`src/rtl/mul_pkg.sv`:
```
// Shared encodings for the multiply issue controller: op codes, multiplier modes,
// the per-stage tracking record and the default multiplier latency.
package mul_pkg;

   typedef enum logic [1:0] {
      OP_MUL    = 2'b00,
      OP_MULH   = 2'b01,
      OP_MULHSU = 2'b10,
      OP_MULHU  = 2'b11
   } mul_op_e;

   localparam logic [1:0] MODE_UU = 2'b00;
   localparam logic [1:0] MODE_SS = 2'b01;
   localparam logic [1:0] MODE_SU = 2'b11;

   localparam int MUL_LAT_DEF = 4;

   typedef struct packed {
      logic       vld;
      logic       sel_hi;
      logic [4:0] rd;
   } stage_t;

   function automatic logic [1:0] mode_of(input logic [1:0] op);
      case (op)
         OP_MULH:   mode_of = MODE_SS;
         OP_MULHSU: mode_of = MODE_SU;
         default:   mode_of = MODE_UU;
      endcase
   endfunction

endpackage

```
`src/rtl/mul_res_fifo.sv`:
```
// Synchronous result FIFO, one-cycle write-to-read; head is valid whenever !empty.
// A push while full is taken only if a pop happens in the same cycle; clear empties it.
module mul_res_fifo #(
   parameter int W     = 37,
   parameter int DEPTH = 4,
   parameter int CW    = $clog2(DEPTH + 1)
) (
   input  logic          clk,
   input  logic          rst_n,
   input  logic          clear,
   input  logic          push,
   input  logic [W-1:0]  push_data,
   input  logic          pop,
   output logic [W-1:0]  head,
   output logic          full,
   output logic          empty,
   output logic [CW-1:0] count
);

   localparam int AW = (DEPTH > 1) ? $clog2(DEPTH) : 1;

   logic [W-1:0]  mem [DEPTH];
   logic [AW-1:0] wr_ptr;
   logic [AW-1:0] rd_ptr;
   logic          do_push;
   logic          do_pop;

   function automatic logic [AW-1:0] next_ptr(input logic [AW-1:0] p);
      next_ptr = (p == AW'(DEPTH - 1)) ? '0 : p + 1'b1;
   endfunction

   assign empty   = (count == '0);
   assign full    = (count == CW'(DEPTH));
   assign do_pop  = pop & ~empty;
   assign do_push = push & (~full | do_pop);
   assign head    = mem[rd_ptr];

   always_ff @(posedge clk) begin
      if (do_push) begin
         mem[wr_ptr] <= push_data;
      end
   end

   always_ff @(posedge clk or negedge rst_n) begin
      if (!rst_n) begin
         wr_ptr <= '0;
         rd_ptr <= '0;
         count  <= '0;
      end else if (clear) begin
         wr_ptr <= '0;
         rd_ptr <= '0;
         count  <= '0;
      end else begin
         if (do_push) wr_ptr <= next_ptr(wr_ptr);
         if (do_pop)  rd_ptr <= next_ptr(rd_ptr);
         case ({do_push, do_pop})
            2'b10:   count <= count + 1'b1;
            2'b01:   count <= count - 1'b1;
            default: count <= count;
         endcase
      end
   end

endmodule

```
`src/rtl/mul_issue_ctrl.sv`:
```
// Issue/writeback control around a fixed-latency multiplier; result FIFO out_valid at C0+MUL_LAT+1
// (C0+MUL_LAT with MUL_RES_BYPASS_EN). in_ready is credit-based, so the never-stalling pipe cannot overflow.
module mul_issue_ctrl
   import mul_pkg::*;
#(
   parameter int XLEN      = 32,
   parameter int MUL_LAT   = MUL_LAT_DEF,
   parameter int RES_DEPTH = 4
) (
   input  logic            clk,
   input  logic            rst_n,
   input  logic            in_valid,
   output logic            in_ready,
   input  logic [1:0]      in_op,
   input  logic [XLEN-1:0] in_rs1,
   input  logic [XLEN-1:0] in_rs2,
   input  logic [4:0]      in_rd,
   input  logic            flush,
   output logic [XLEN-1:0] mul_a,
   output logic [XLEN-1:0] mul_b,
   output logic [1:0]      mul_mode,
   input  logic [XLEN-1:0] mul_hi,
   input  logic [XLEN-1:0] mul_lo,
   output logic            out_valid,
   input  logic            out_ready,
   output logic [XLEN-1:0] out_data,
   output logic [4:0]      out_rd
);

   localparam int CW = $clog2(RES_DEPTH + 1);
   localparam int FW = XLEN + 5;

   stage_t          pipe [1:MUL_LAT];
   stage_t          entry;
   logic            accept;
   logic            stage_vld;
   logic            push;
   logic            pop;
   logic            fifo_full;
   logic            fifo_empty;
   logic [CW-1:0]   fifo_count;
   logic [CW-1:0]   inflight;
   logic [XLEN-1:0] result;
   logic [FW-1:0]   head;

   assign mul_a    = in_rs1;
   assign mul_b    = in_rs2;
   assign mul_mode = mode_of(in_op);

   // Every accepted op owns a FIFO slot from issue until it is popped.
   assign in_ready = ~fifo_full &&
                     (({1'b0, inflight} + {1'b0, fifo_count}) < (CW + 1)'(RES_DEPTH));
   assign accept   = in_valid & in_ready & ~flush;

   always_comb begin
      entry        = '0;
      entry.vld    = accept;
      entry.sel_hi = (in_op != OP_MUL);
      entry.rd     = in_rd;
   end

   always_ff @(posedge clk or negedge rst_n) begin
      if (!rst_n) begin
         for (int k = 1; k <= MUL_LAT; k++) pipe[k] <= '0;
      end else begin
         pipe[1] <= entry;
         for (int k = 2; k <= MUL_LAT; k++) begin
            if (flush) pipe[k] <= '0;
            else       pipe[k] <= pipe[k-1];
         end
      end
   end

   assign stage_vld = pipe[MUL_LAT].vld;
   assign result    = pipe[MUL_LAT].sel_hi ? mul_hi : mul_lo;

   // An op stops being in flight when it leaves the last stage, whether it
   // lands in the FIFO or goes straight out on the bypass.
   always_ff @(posedge clk or negedge rst_n) begin
      if (!rst_n) begin
         inflight <= '0;
      end else if (flush) begin
         inflight <= '0;
      end else begin
         case ({accept, stage_vld})
            2'b10:   inflight <= inflight + 1'b1;
            2'b01:   inflight <= inflight - 1'b1;
            default: inflight <= inflight;
         endcase
      end
   end

   always_comb begin
      out_valid = ~fifo_empty;
      out_data  = '0;
      out_rd    = '0;
      push      = stage_vld;
      if (!fifo_empty) begin
         {out_rd, out_data} = head;
      end
`ifdef MUL_RES_BYPASS_EN
      else if (stage_vld && !flush) begin
         out_valid = 1'b1;
         out_data  = result;
         out_rd    = pipe[MUL_LAT].rd;
         push      = ~out_ready;
      end
`endif
   end

   assign pop = out_valid & out_ready & ~fifo_empty;

   mul_res_fifo #(
      .W     (FW),
      .DEPTH (RES_DEPTH),
      .CW    (CW)
   ) u_res_fifo (
      .clk       (clk),
      .rst_n     (rst_n),
      .clear     (flush),
      .push      (push),
      .push_data ({pipe[MUL_LAT].rd, result}),
      .pop       (pop),
      .head      (head),
      .full      (fifo_full),
      .empty     (fifo_empty),
      .count     (fifo_count)
   );

endmodule

```
`config.mk`:
```
export PLATFORM = sky130hd
export DESIGN_NAME = mul_issue_ctrl
export DESIGN_NICKNAME = d
export VERILOG_FILES = /design/src/rtl/mul_pkg.sv /design/src/rtl/mul_res_fifo.sv /design/src/rtl/mul_issue_ctrl.sv
export SDC_FILE = /design/constraint.sdc
export NUM_CORES = 1
export LEC_CHECK = 0
export BUFFER_PORTS_ARGS = -buffer_cell sky130_fd_sc_hd__buf_2
export CORE_MARGIN = 2
export CORE_UTILIZATION = 35
export CTS_BUF_LIST = sky130_fd_sc_hd__clkbuf_16
export DETAILED_ROUTE_END_ITERATION = 8
export PLACE_DENSITY = 0.6
export SKIP_CTS_REPAIR_TIMING = 1
export SLEW_MARGIN = 25
export SYNTH_ARGS = -nofsm -noshare
export SYNTH_HDL_FRONTEND = slang
export SYNTH_SLANG_ARGS = --single-unit
```
`constraint.sdc`:
```
create_clock -name clk -period 6.05 [get_ports clk]
set_clock_uncertainty 0.15 [all_clocks]
set_input_delay 1.21 -clock clk [delete_from_list [all_inputs] [get_ports clk]]
set_output_delay 1.21 -clock clk [all_outputs]
set_load 0.01 [all_outputs]
```
==> qor.yml <==
sta:
  number_of_hold_violations_in_the_final_report: 0
  fin_crit_sh: 0.6582
  finalWorstPathRequiredPeriod_ps: 3982
  max_slew_margin: 0.3351
  maximum_frequency_from_static_timing_analysis_mhz: 251.1
  finalSetupViolations: 0
  drv_slew: 0
  finalSetupTns_ps: 0
  grt_setup_unrepaired: "no"
  worstMarginPinSlew_ps: 997.4
critical_path:
  r2r_setup_slack_ps: 3210
  worstPathMaxFanout: 23
  stage_delay_of_the_slowest_cell_on_the_critical_path_ps: 870
  cp_startpoint: "u_res_fifo.rd_ptr[0]"
  worst-endpoint-arrival_ps: 2620
  worst_setup_path_start_kind: "flip-flop"
  cp.required_ps: 4690
  critical_path.endpoint_type: "primary output"
  start_to_end_type_of_the_worst_setup_path: "reg -> out"
  crit_chain: "buf_4 -> mux4_2 -> and2_1 -> buf_2"
  reg2regPathDepth: 8
  r2r-start: "u_res_fifo.count[2]"
  r2r-end: "inflight[2]"
  worstSetupEndpoint: "out_data[16]"
  critPathSlowestCell: "sky130_fd_sc_hd__dfrtp_2"
logic_synthesis:
  avgSynthCellArea_sq_um: 16.91
  yosysSeqAreaShare: 0.6620
  synth_cells: 482
  async_reset_ff_frac: 0.2043
  synth-edff-count: 148
  yosys.cell_types.count: 39
  synth_nets: 633
  synth_seq_cells: 186
  syn-cell-area_sq_um: 8150
  synth_ff_type: "sky130_fd_sc_hd__edfxtp_1"
  ys_warn_count: 0
floorplan:
  initial_core_util: 0.3578
  core_area_sq_um: 22780
  fp.dieArea_sq_um: 24520
  die_height_um: 156.6
  rows: 55
  top_level_ports: 245
  die-width_um: 156.6
worst_hold_path:
  hp-class: "reg -> reg"
global_route:
  grt_util_all_layers: 0.1238
  grt_antenna_before_repair: 0
  grt_overflow_total: 0
  grt_start_max_net_pins: 42
  first_global_vias: 4227
  grt_pass1_wl_mm: 22.81
detailed_routing:
  drc: 0
  drt-wirelength-per-cell_um: 17.28
  initialDrtViolationCount: 208
  antenna_violating_nets_remaining: 0
  drtPass1Iterations: 4
  routed_via_density: 4.667
  num_vias: 4004
  finalWirelength_mm: 14.82
layout:
  nets: 683
  final_layout_size_suffix_gt1_frac: 0.4239
  fin_cells: 858
  areaGrowthSynthToFinish_pct: 12.22
  antenna_cells_inserted: 0
pwr:
  p_total_mw: 2.678
  ir_worst_vdd_uv: 172.4
  power_frac_comb: 0.065
  cellLeakagePower_nw: 3.371
  p_int_mw: 2.074
  total_switching_power_mw: 0.6039
  power.share.switching: 0.2255
  seq_power_share: 0.529
  power.density_nw_per_um2: 292.8
  clock_power_share: 0.406
run_status:
  run_status: "finished clean"
clock_tree:
  clk_latency_ps: 420
  worst_setup_hold_path_clk_slew_ps: 70
  numCtsBuffers: 17
  cts_num_sinks: 186
  clock_tree_from_tritoncts: "yes"
  ctsLongestPathBuffers: 2
  clock-root-buffer: "sky130_fd_sc_hd__clkbuf_16"
  cts_htree_levels: 4
placed_design:
  finalWeightedCongestion: 0.7179
  dpl.cell_count: 826
  hpwlAfterDp_mm: 9.268
  buffer_ports.inserted: 116
flow_run:
  maxCapViolations: 0
-- metal layers --
layer / vias up / global-route usage / wire, um
met2: 146 / 0.2108 / 7272
li1: 1809 / - / -
met5: - / 0 / 0
met4: 0 / 0.04456 / 377
met1: 2002 / 0.1486 / 6273
met3: 47 / 0.03849 / 899
-- cell usage after synthesis, types with 2 or more instances --
cell,n,area (sq um)
sky130_fd_sc_hd__nor3_1,2,10.01
sky130_fd_sc_hd__mux4_2,37,833.3
sky130_fd_sc_hd__buf_4,66,495.5
sky130_fd_sc_hd__nand2b_1,6,37.54
sky130_fd_sc_hd__fa_1,2,40.04
sky130_fd_sc_hd__a21oi_1,6,30.03
sky130_fd_sc_hd__nand2_1,5,18.77
sky130_fd_sc_hd__mux2i_1,4,40.04
sky130_fd_sc_hd__nor2_1,9,33.78
sky130_fd_sc_hd__or3_1,2,12.51
sky130_fd_sc_hd__mux2_2,33,371.6
sky130_fd_sc_hd__nand3_1,2,10.01
sky130_fd_sc_hd__o21ai_0,2,10.01
sky130_fd_sc_hd__buf_1,3,11.26
sky130_fd_sc_hd__clkbuf_1,11,41.29
sky130_fd_sc_hd__nor2b_1,26,162.7
sky130_fd_sc_hd__buf_2,6,30.03
sky130_fd_sc_hd__dfrtp_1,38,950.9
sky130_fd_sc_hd__and2_1,42,262.8
sky130_fd_sc_hd__inv_1,6,22.52
sky130_fd_sc_hd__edfxtp_1,148,4444
sky130_fd_sc_hd__ha_1,9,112.6
-- layout by cell type, fill, tap and decap left out, types with 3 or more instances in the layout --
master                       instances
sky130_fd_sc_hd__ha_1                9
sky130_fd_sc_hd__mux2i_1             4
sky130_fd_sc_hd__clkinvlp_4          3
sky130_fd_sc_hd__dfrtp_1            35
sky130_fd_sc_hd__clkbuf_16          17
sky130_fd_sc_hd__buf_2             116
sky130_fd_sc_hd__dfrtp_2             3
sky130_fd_sc_hd__nand2_1             5
sky130_fd_sc_hd__edfxtp_1          148
sky130_fd_sc_hd__nor2_1              9
sky130_fd_sc_hd__inv_1               6
sky130_fd_sc_hd__mux2_2             33
sky130_fd_sc_hd__nand2b_1            6
sky130_fd_sc_hd__nor2b_1            26
sky130_fd_sc_hd__a21oi_1             6
sky130_fd_sc_hd__and2_1             38
sky130_fd_sc_hd__mux4_2             37
sky130_fd_sc_hd__inv_8               6
sky130_fd_sc_hd__and2_4              4
-- stage by stage --
step | utilization | area (sq um) | setup WS [ps] | hold WS (ps)
final | 0.4015 | 9146 | 2068 | 310.4
after global routing | 0.4015 | 9146 | 1807 | 343.3
after CTS | 0.4014 | 9143 | 1960 | 316.3
after detailed placement | 0.3757 | 8558 | 2428 | 299.0
after global placement | 0.3757 | 8557 | 2451 | 289.9
after floorplan | - | 8150 | 3094 | 288.5
-- logic make-up (layout without fill, tap and decap cells) --
kind of cell    count (synthesis)  in the layout  share of synthesized area
buf+inv                        93            156                    0.07507
simple gates                  100            100                    0.07461
mux                            75             75                     0.1541
compound gates                 14             14                    0.01136
xor+xnor                        3              3                   0.004146
flops                         186            186                     0.6620
fa+ha+maj                      11             11                    0.01873
-- how the worst min path moves through the flow --
| stage | depth (start not counted) | end | slack [ps] | startpoint |
|---|---|---|---|---|
| 2_1_floorplan | 1 | pipe[0] | 290 | pipe[7] |
| 3_3_place_gp | 1 | pipe[5] | 290 | pipe[12] |
| 3_5_place_dp | 1 | pipe[20] | 300 | pipe[27] |
| 4_1_cts | 1 | pipe[14] | 320 | pipe[21] |
| 5_1_grt | 1 | pipe[2] | 340 | pipe[9] |
| 6_report | 1 | pipe[14] | 310 | pipe[21] |
-- cell type report --
class | instances | area (sq um)
tap | 313 | 391.6
clock buffer | 17 | 425.4
timing repair buffer | 118 | 595.6
clock inverter | 15 | 158.9
inverter | 6 | 22.52
sequential | 186 | 5399
fill | 2055 | 13630
multi-input combinational | 203 | 2153
-- registers in the layout, indices dropped and copies added, names as in the netlist --
signal             count
u_res_fifo.count       3
push                   1
inflight               3
pipe                  27
u_res_fifo.wr_ptr      2
u_res_fifo.rd_ptr      2
u_res_fifo.mem       148
-- worst max-delay path, delay by kind of cell, from the launching register on --
kind                   cells  cell delay, ps
DFF                        1             870
muxes                      1             540
buffers and inverters      2             600
and+or+nand+nor            1             190
-- power by group through the flow --
stage	clock network [mW]	logic [mW]	registers (mW)
after global routing	1.17	0.193	1.42
after detailed placement	0	0.177	1.45
after CTS	1.12	0.177	1.42
final	1.09	0.173	1.42
after global placement	0	0.170	1.44
after floorplan	0	0.160	1.43
Note: power is estimated with default switching activity, not from simulation.
